$ cat src/rtl/inverse_difference_equation.sv
// Streaming deconvolution filter. It undoes y[n] = x[n] - x[n-1] + x[n-2] + x[n-3] + y[n-1]/2 + y[n-2]/4
// by accumulating one term per cycle through a single shared adder/subtractor.
module inverse_difference_equation #(
  parameter int N_BITS   = 8,
  parameter int ACC_BITS = N_BITS + 6
) (
  input  logic                     clock,
  input  logic                     i_reset,
  input  logic signed [N_BITS+2:0] i_y,
  input  logic                     i_valid,
  output logic                     o_ready,
  output logic signed [N_BITS-1:0] o_x,
  output logic                     o_sat,
  output logic                     o_valid,
  input  logic                     i_ready
);

  // Handshake: a word moves on any rising edge where valid and ready are both high.
  // Once raised, o_valid, o_x and o_sat hold until that edge. o_ready is registered,
  // so it never depends combinationally on i_valid or i_ready.
  typedef enum logic [1:0] {IDLE, CALC, OUT} state_t;

  localparam logic signed [N_BITS-1:0]   X_MAX_N = {1'b0, {(N_BITS-1){1'b1}}};
  localparam logic signed [N_BITS-1:0]   X_MIN_N = {1'b1, {(N_BITS-1){1'b0}}};
  localparam logic signed [ACC_BITS-1:0] X_MAX   = {{(ACC_BITS-N_BITS+1){1'b0}}, {(N_BITS-1){1'b1}}};
  localparam logic signed [ACC_BITS-1:0] X_MIN   = {{(ACC_BITS-N_BITS+1){1'b1}}, {(N_BITS-1){1'b0}}};

  state_t                     state, state_next;
  logic [2:0]                 step;
  logic signed [ACC_BITS-1:0] acc, r_y0, r_y1, r_y2;
  logic signed [ACC_BITS-1:0] y_ext, term, sum;
  logic signed [N_BITS-1:0]   r_x1, r_x2, r_x3, x_sat;
  logic                       sub, clip_hi, clip_lo;
  logic                       accept, last_step, transfer;

  function automatic logic signed [ACC_BITS-1:0] sext_x(input logic signed [N_BITS-1:0] v);
    return {{(ACC_BITS-N_BITS){v[N_BITS-1]}}, v};
  endfunction

  assign y_ext = {{(ACC_BITS-N_BITS-3){i_y[N_BITS+2]}}, i_y};

  // Term selection for the shared adder. The >>> shifts floor, which matches the forward filter.
  always_comb begin
    term = '0;
    sub  = 1'b0;
    case (step)
      3'd0: term = r_y0;
      3'd1: begin term = r_y1 >>> 1; sub = 1'b1; end
      3'd2: begin term = r_y2 >>> 2; sub = 1'b1; end
      3'd3: term = sext_x(r_x1);
      3'd4: begin term = sext_x(r_x2); sub = 1'b1; end
      3'd5: begin term = sext_x(r_x3); sub = 1'b1; end
      default: term = '0;
    endcase
    sum     = sub ? (acc - term) : (acc + term);
    clip_hi = (sum > X_MAX);
    clip_lo = (sum < X_MIN);
    x_sat   = clip_hi ? X_MAX_N : (clip_lo ? X_MIN_N : sum[N_BITS-1:0]);
  end

  always_comb begin
    state_next = state;
    accept     = 1'b0;
    last_step  = 1'b0;
    transfer   = 1'b0;
    case (state)
      IDLE: if (i_valid) begin
        accept     = 1'b1;
        state_next = CALC;
      end
      CALC: if (step == 3'd5) begin
        last_step  = 1'b1;
        state_next = OUT;
      end
      OUT: if (i_ready) begin
        transfer   = 1'b1;
        state_next = IDLE;
      end
      default: state_next = IDLE;
    endcase
  end

  always_ff @(posedge clock) begin
    if (i_reset) begin
      state   <= IDLE;
      o_ready <= 1'b1;
      o_valid <= 1'b0;
      o_sat   <= 1'b0;
      o_x     <= '0;
      acc     <= '0;
      step    <= '0;
      r_y0    <= '0;
      r_y1    <= '0;
      r_y2    <= '0;
      r_x1    <= '0;
      r_x2    <= '0;
      r_x3    <= '0;
    end else begin
      state   <= state_next;
      o_ready <= (state_next == IDLE);
      if (accept) begin
        r_y0 <= y_ext;
        acc  <= '0;
        step <= '0;
      end
      if (state == CALC) begin
        acc  <= sum;
        step <= step + 3'd1;
      end
      // The history advances only when a sample completes; the clipped value is fed back.
      if (last_step) begin
        o_x     <= x_sat;
        o_sat   <= clip_hi | clip_lo;
        o_valid <= 1'b1;
        r_y2    <= r_y1;
        r_y1    <= r_y0;
        r_x3    <= r_x2;
        r_x2    <= r_x1;
        r_x1    <= x_sat;
      end
      if (transfer) o_valid <= 1'b0;
    end
  end

endmodule
$ cat config.mk
export PLATFORM = sky130hd
export DESIGN_NAME = inverse_difference_equation
export DESIGN_NICKNAME = d
export VERILOG_FILES = /design/src/rtl/inverse_difference_equation.sv
export SDC_FILE = /design/constraint.sdc
export NUM_CORES = 1
export LEC_CHECK = 0
export CAP_MARGIN = 25
export CORE_MARGIN = 2
export CORE_UTILIZATION = 40
export CTS_CLUSTER_DIAMETER = 60
export DETAILED_ROUTE_END_ITERATION = 8
export PLACE_DENSITY = 0.59
export SKIP_CTS_REPAIR_TIMING = 1
export SLEW_MARGIN = 30
export SYNTH_ARGS = -nofsm -noshare
export SYNTH_HDL_FRONTEND = slang
export SYNTH_SLANG_ARGS = --single-unit
$ cat constraint.sdc
create_clock -name clock -period 4.55 [get_ports clock]
set_input_delay 0.91 -clock clock [delete_from_list [all_inputs] [get_ports clock]]
set_output_delay 0.91 -clock clock [all_outputs]
set_load 0.005 [all_outputs]
Yosys cells after proc, flatten, opt, wreduce, memory -nomap -nowiden
Index checks and enable logic that the tools add are counted.
{ "op_classes": {"addsub": 3, "n_mul": 0, "n_div": 0, "order_cmp": 2, "n_eq_ne": 7, "n_shift": 0, "mux": 19, "bitwise_logic": 1, "reduce_logical": 6} }
{ "op_table": {"columns": ["op", "count"], "rows": [
  ["14-bit one-hot mux with 6 select lines", 1],
  ["14-bit 2-to-1 mux", 3],
  ["8-bit 2-to-1 mux", 2],
  ["14-bit adder", 1],
  ["14-bit by 8-bit greater-than comparator with 1-bit output (second input constant)", 1],
  ["14-bit by 8-bit less-than comparator with 1-bit output (second input constant)", 1],
  ["14-bit subtractor", 1],
  ["1-bit 2-to-1 mux", 7],
  ["3-bit by 2-bit == test with 1-bit output (second input constant)", 2],
  ["3-bit == test (second input constant)", 2],
  ["2-bit 2-to-1 mux", 3],
  ["3-bit 2-to-1 mux", 2],
  ["2-bit one-hot mux with 3 select lines", 1],
  ["2-bit logical NOT", 2],
  ["4-bit OR reduction", 1],
  ["3-bit by 1-bit adder with 3-bit output (second input constant)", 1],
  ["3-bit by 1-bit == test with 1-bit output (second input constant)", 1],
  ["3-bit logical NOT", 1],
  ["2-bit by 1-bit == test with 1-bit output (second input constant)", 1],
  ["2-bit == test (second input constant)", 1],
  ["2-bit nonzero test", 1],
  ["2-bit OR reduction", 1],
  ["1-bit bitwise OR", 1]
]} }
{ "totals": {"register_bits": 79, "latchBits": 0, "ram_bits": 0, "rom_bits": 0, "in_bits": 15, "output_inout_bits": 11, "mem_count": 0} }

Depth between registers and ports, before layout
{ "logic_depth": {"depth_word": 7, "mapped_depth": 23} }

Least setup slack after synthesis
OpenSTA, ideal clock, no wires.
{ "synth_timing": {"path_kind": "reg2reg", "from": "register step[2]", "to": "register r_x1[0]", "setup_time_ps": 149, "t_arrival_ps": 4342, "required_ps": 4401, "slack_ps": 59, "stages_incl_launch_ff": 23, "cell_sequence": "dfxtp_1 -> buf_6 -> buf_2 -> inv_1 -> ha_1 -> clkbuf_1 -> a222oi_1 -> and4_1 -> nand2_1 -> nor2_1 -> nand2_1 -> o21ai_0 -> xor2_1 -> ha_1 -> a2111oi_0 -> o211ai_1 -> a31o_2 -> a21oi_1 -> xnor2_1 -> nor3_1 -> nand2_1 -> o22ai_1 -> a211oi_1"} }
{ "synth_via": {"elab_chain_cells": 7} }
{ "synth_lines": {"columns": ["element", "line", "rtl"], "rows": [
  ["from (decl)", "29", "logic [2:0] step;"],
  ["from (signal assigned)", "108", "step <= step + 3'd1;"],
  ["3-bit == test, or another cell as far along", "46, 71", null],
  ["14-bit one-hot mux with 6 select lines / 4-bit OR reduction (equally long branches)", null, null],
  ["14-bit adder, or another cell as far along", "55", "sum = sub ? (acc - term) : (acc + term);"],
  ["14-bit 2-to-1 mux", "55", null],
  ["14-bit by 8-bit less-than comparator with 1-bit output", "57", "clip_lo = (sum < X_MIN);"],
  ["8-bit 2-to-1 mux (2 in a row)", "58", "x_sat = clip_hi ? X_MAX_N : (clip_lo ? X_MIN_N : sum[N_BITS-1:0]);"],
  ["to (signal assigned)", "119", "r_x1 <= x_sat;"],
  ["to (decl)", "32", "logic signed [N_BITS-1:0] r_x1, r_x2, r_x3, x_sat;"]
]} }
Several ways; a longest one is shown, not always the timed one.
A chain may end at the register's enable or synchronous reset.

Worst setup path after layout
{ "layout_timing": {"from": "register step[1]", "to": "register r_x1[6]"} }
The elaborated chain is that of the path after synthesis.

==> metrics <==
status finished clean; Total Power 0.00192 W; share of post-route cells with drive strength above 1 0.111; Die X 104 µm; Area Growth Syn to Fin 17.8%; Slew HR 0.580; Mapped Cells 502; Avg Inst Size Synth 7.91 µm²; Worst setup SP type register; area of the die 10700 µm²; PwrDens 410 nW/µm²; Post-synth top flop dfxtp_1; Post-synth EDFFs 0; post-synth top area share 0.383; multi-input logic area 2280 µm²; CP peak stage delay 0.43 ns; remaining antenna violation count 0; Max Buffers Root-to-Sink 2; Clock Latency Late Sink 0.36 ns; mapped cell area 3970 µm²; Die Span Y 104 µm; Hold Vio Cnt, Final 0; Initial Util 0.410; Seq. cell area 1520 µm²; Final HPWL DP 7290 µm; Layout Utilization 0.483; most used cell, CP o21ai_0; largest net degree at the start of global routing 56; GRT Residual Overflow 0; CTS buffer count 9; TNS Setup 0 ns; Netlist cell types 52; vias in the first global route 3343; Worst-Margin Slew 0.627 ns; IO Count 26; #FFs+latches synth 76; routability congestion estimate 0.850; fillers 981; routed vias 3655; antenna cells 0; metal2 WL 4700 µm; Final Skew 0.00570 ns; Req. time, crit path 4.83 ns; Setup CP Type register to register; top sig layer met4; Critical Path End Type register; FP Rows 36; Critical Path Fanout Max 21; worst ir drop on vdd 0.171 mV; yosys warns 0; Worst path slowest cell a222oi_1; fmax 236 MHz; TritonCTS clock tree done; DR pass1 iterations 5; sequential cell area fraction in the yosys report 0.383; area leader, netlist dfxtp_1; crit-path leading delay family compound AO/OA/AOI/OAI gates; fin nets 569; worst hold path class register to register; FFs w/ async S/R, synth 0; root buffer cell clkbuf_8; Slew Viols, Final 0; Commonest cells post-synth 114 x nand2_1, 76 x dfxtp_1, 67 x a21oi_1; syn nets 537; DR WL/cell 15.3 µm; crit-path cells inv_1, ha_1, buf_12, a222oi_1, o21ai_0, inv_1, ha_2, mux2i_1, ha_1, nor2b_1, o31a_1, o21ai_2, o31a_1, o21ai_0, xnor2_1, buf_4, o21ai_0, a211oi_1; routed wire length 10300 µm; Worst Path Buf+Inv 4; # DRC 0; max-cap violations 0; final setup violation count 0; WP data arrival 4.52 ns; antenna violations before repair 0; Routed met3 length 366 µm; count leader, synth nand2_1; Total GRT Usage 0.192; # port buffers 25; Final Cycle Share 0.933; synth top area cells dfxtp_1 38%, nand2_1 11%, a21oi_1 8.4%; iteration-0 DRC count of the detailed router 237; first-pass GRT wire length 16600 µm; Sink Count 76; H-tree levels 3; Worst-path clk slew 0.08 ns; Tmin final 4.24 ns; Avg Vias per Cell 5.44; Pleak 1.66 nW; WL met1 5040 µm; Core Region 9680 µm²
[routing by layer]
layer | global-route usage | up-vias
met5 | 0 | -
met4 | 0.0695 | 0
met3 | 0.0390 | 15
met2 | 0.297 | 76
met1 | 0.265 | 1738
li1 | - | 1826
[path summary, 6_finish.rpt]
path | slack [ns] | cells after the start | start | end
hold / removal | 0.46 | 2 | r_x3[2] | r_x3[2]
hold reg to reg | 0.46 | 2 | r_x3[2] | r_x3[2]
setup / recovery | 0.31 | 18 | step[1] | r_x1[6]
setup reg to reg | 0.31 | 18 | step[1] | r_x1[6]
[cell usage in the layout (no fill, tap or decap), types with 3 or more instances in the layout]
| cell type | count |
|---|---|
| a22oi_1 | 22 |
| buf_4 | 27 |
| nor2b_1 | 3 |
| inv_1 | 11 |
| a22o_1 | 3 |
| a211oi_1 | 10 |
| clkdlybuf4s50_1 | 24 |
| a222oi_1 | 7 |
| nand2_1 | 114 |
| nor2_1 | 43 |
| dfxtp_1 | 76 |
| clkbuf_8 | 11 |
| xor2_1 | 5 |
| a31oi_1 | 4 |
| o21a_1 | 3 |
| a21oi_1 | 67 |
| nand3_1 | 5 |
| ha_1 | 18 |
| o21ai_0 | 16 |
| xnor2_1 | 16 |
| o211ai_1 | 4 |
[cell type report]
cell class              instances  area share
multi-input cells             383       0.487
well taps                     133      0.0356
clock buffers                  11      0.0324
repair buffers                 53       0.103
inverters                      11     0.00883
clock inverters                 5     0.00749
flip-flops and latches         76       0.325
[kinds of logic (layout without fill, tap and decap cells)]
kind of cell,Yosys count,after routing,share of synthesized area
multiplexers,3,3,0.00819
XOR/XNOR,22,22,0.0504
buffers and inverters,43,80,0.0495
flip-flops,76,76,0.383
AND/OR/NAND/NOR,179,179,0.182
adder cells (fa/ha/maj),20,20,0.0649
AO/OA/AOI/OAI,159,159,0.261
[report_power, final]
group / switching, W / internal [W]
sequential: 0.0000211 / 0.000692
clock: 0.000267 / 0.000229
combinational: 0.000379 / 0.000331
total: 0.000667 / 0.00125
[flip-flops by register name, indices dropped and copies added (netlist names), 2 cells and up]
name   flops
acc       14
r_x2       8
r_y1      10
step       3
r_x1       8
state      2
r_y0      11
r_x3       8
r_y2       9
[metrics by stage]
step,hold slack (ns),setup WS [ns],cell area (µm²),cells
2_1_floorplan,0.433,0.0594,3970,502
3_3_place_gp,0.440,0.262,4450,654
3_5_place_dp,0.448,0.0640,4450,654
4_1_cts,0.459,0.0295,4640,670
5_1_grt,0.484,-0.00485,4680,672
6_report,0.456,0.306,4680,672
[tightest hold or removal path: cells and delay by family (launching register included)]
family             cells  cell delay [ns]
DFF                    1             0.31
and+or+nand+nor        1             0.05
AOI/OAI and AO/OA      1             0.05
(Power assumes the default switching activity.)
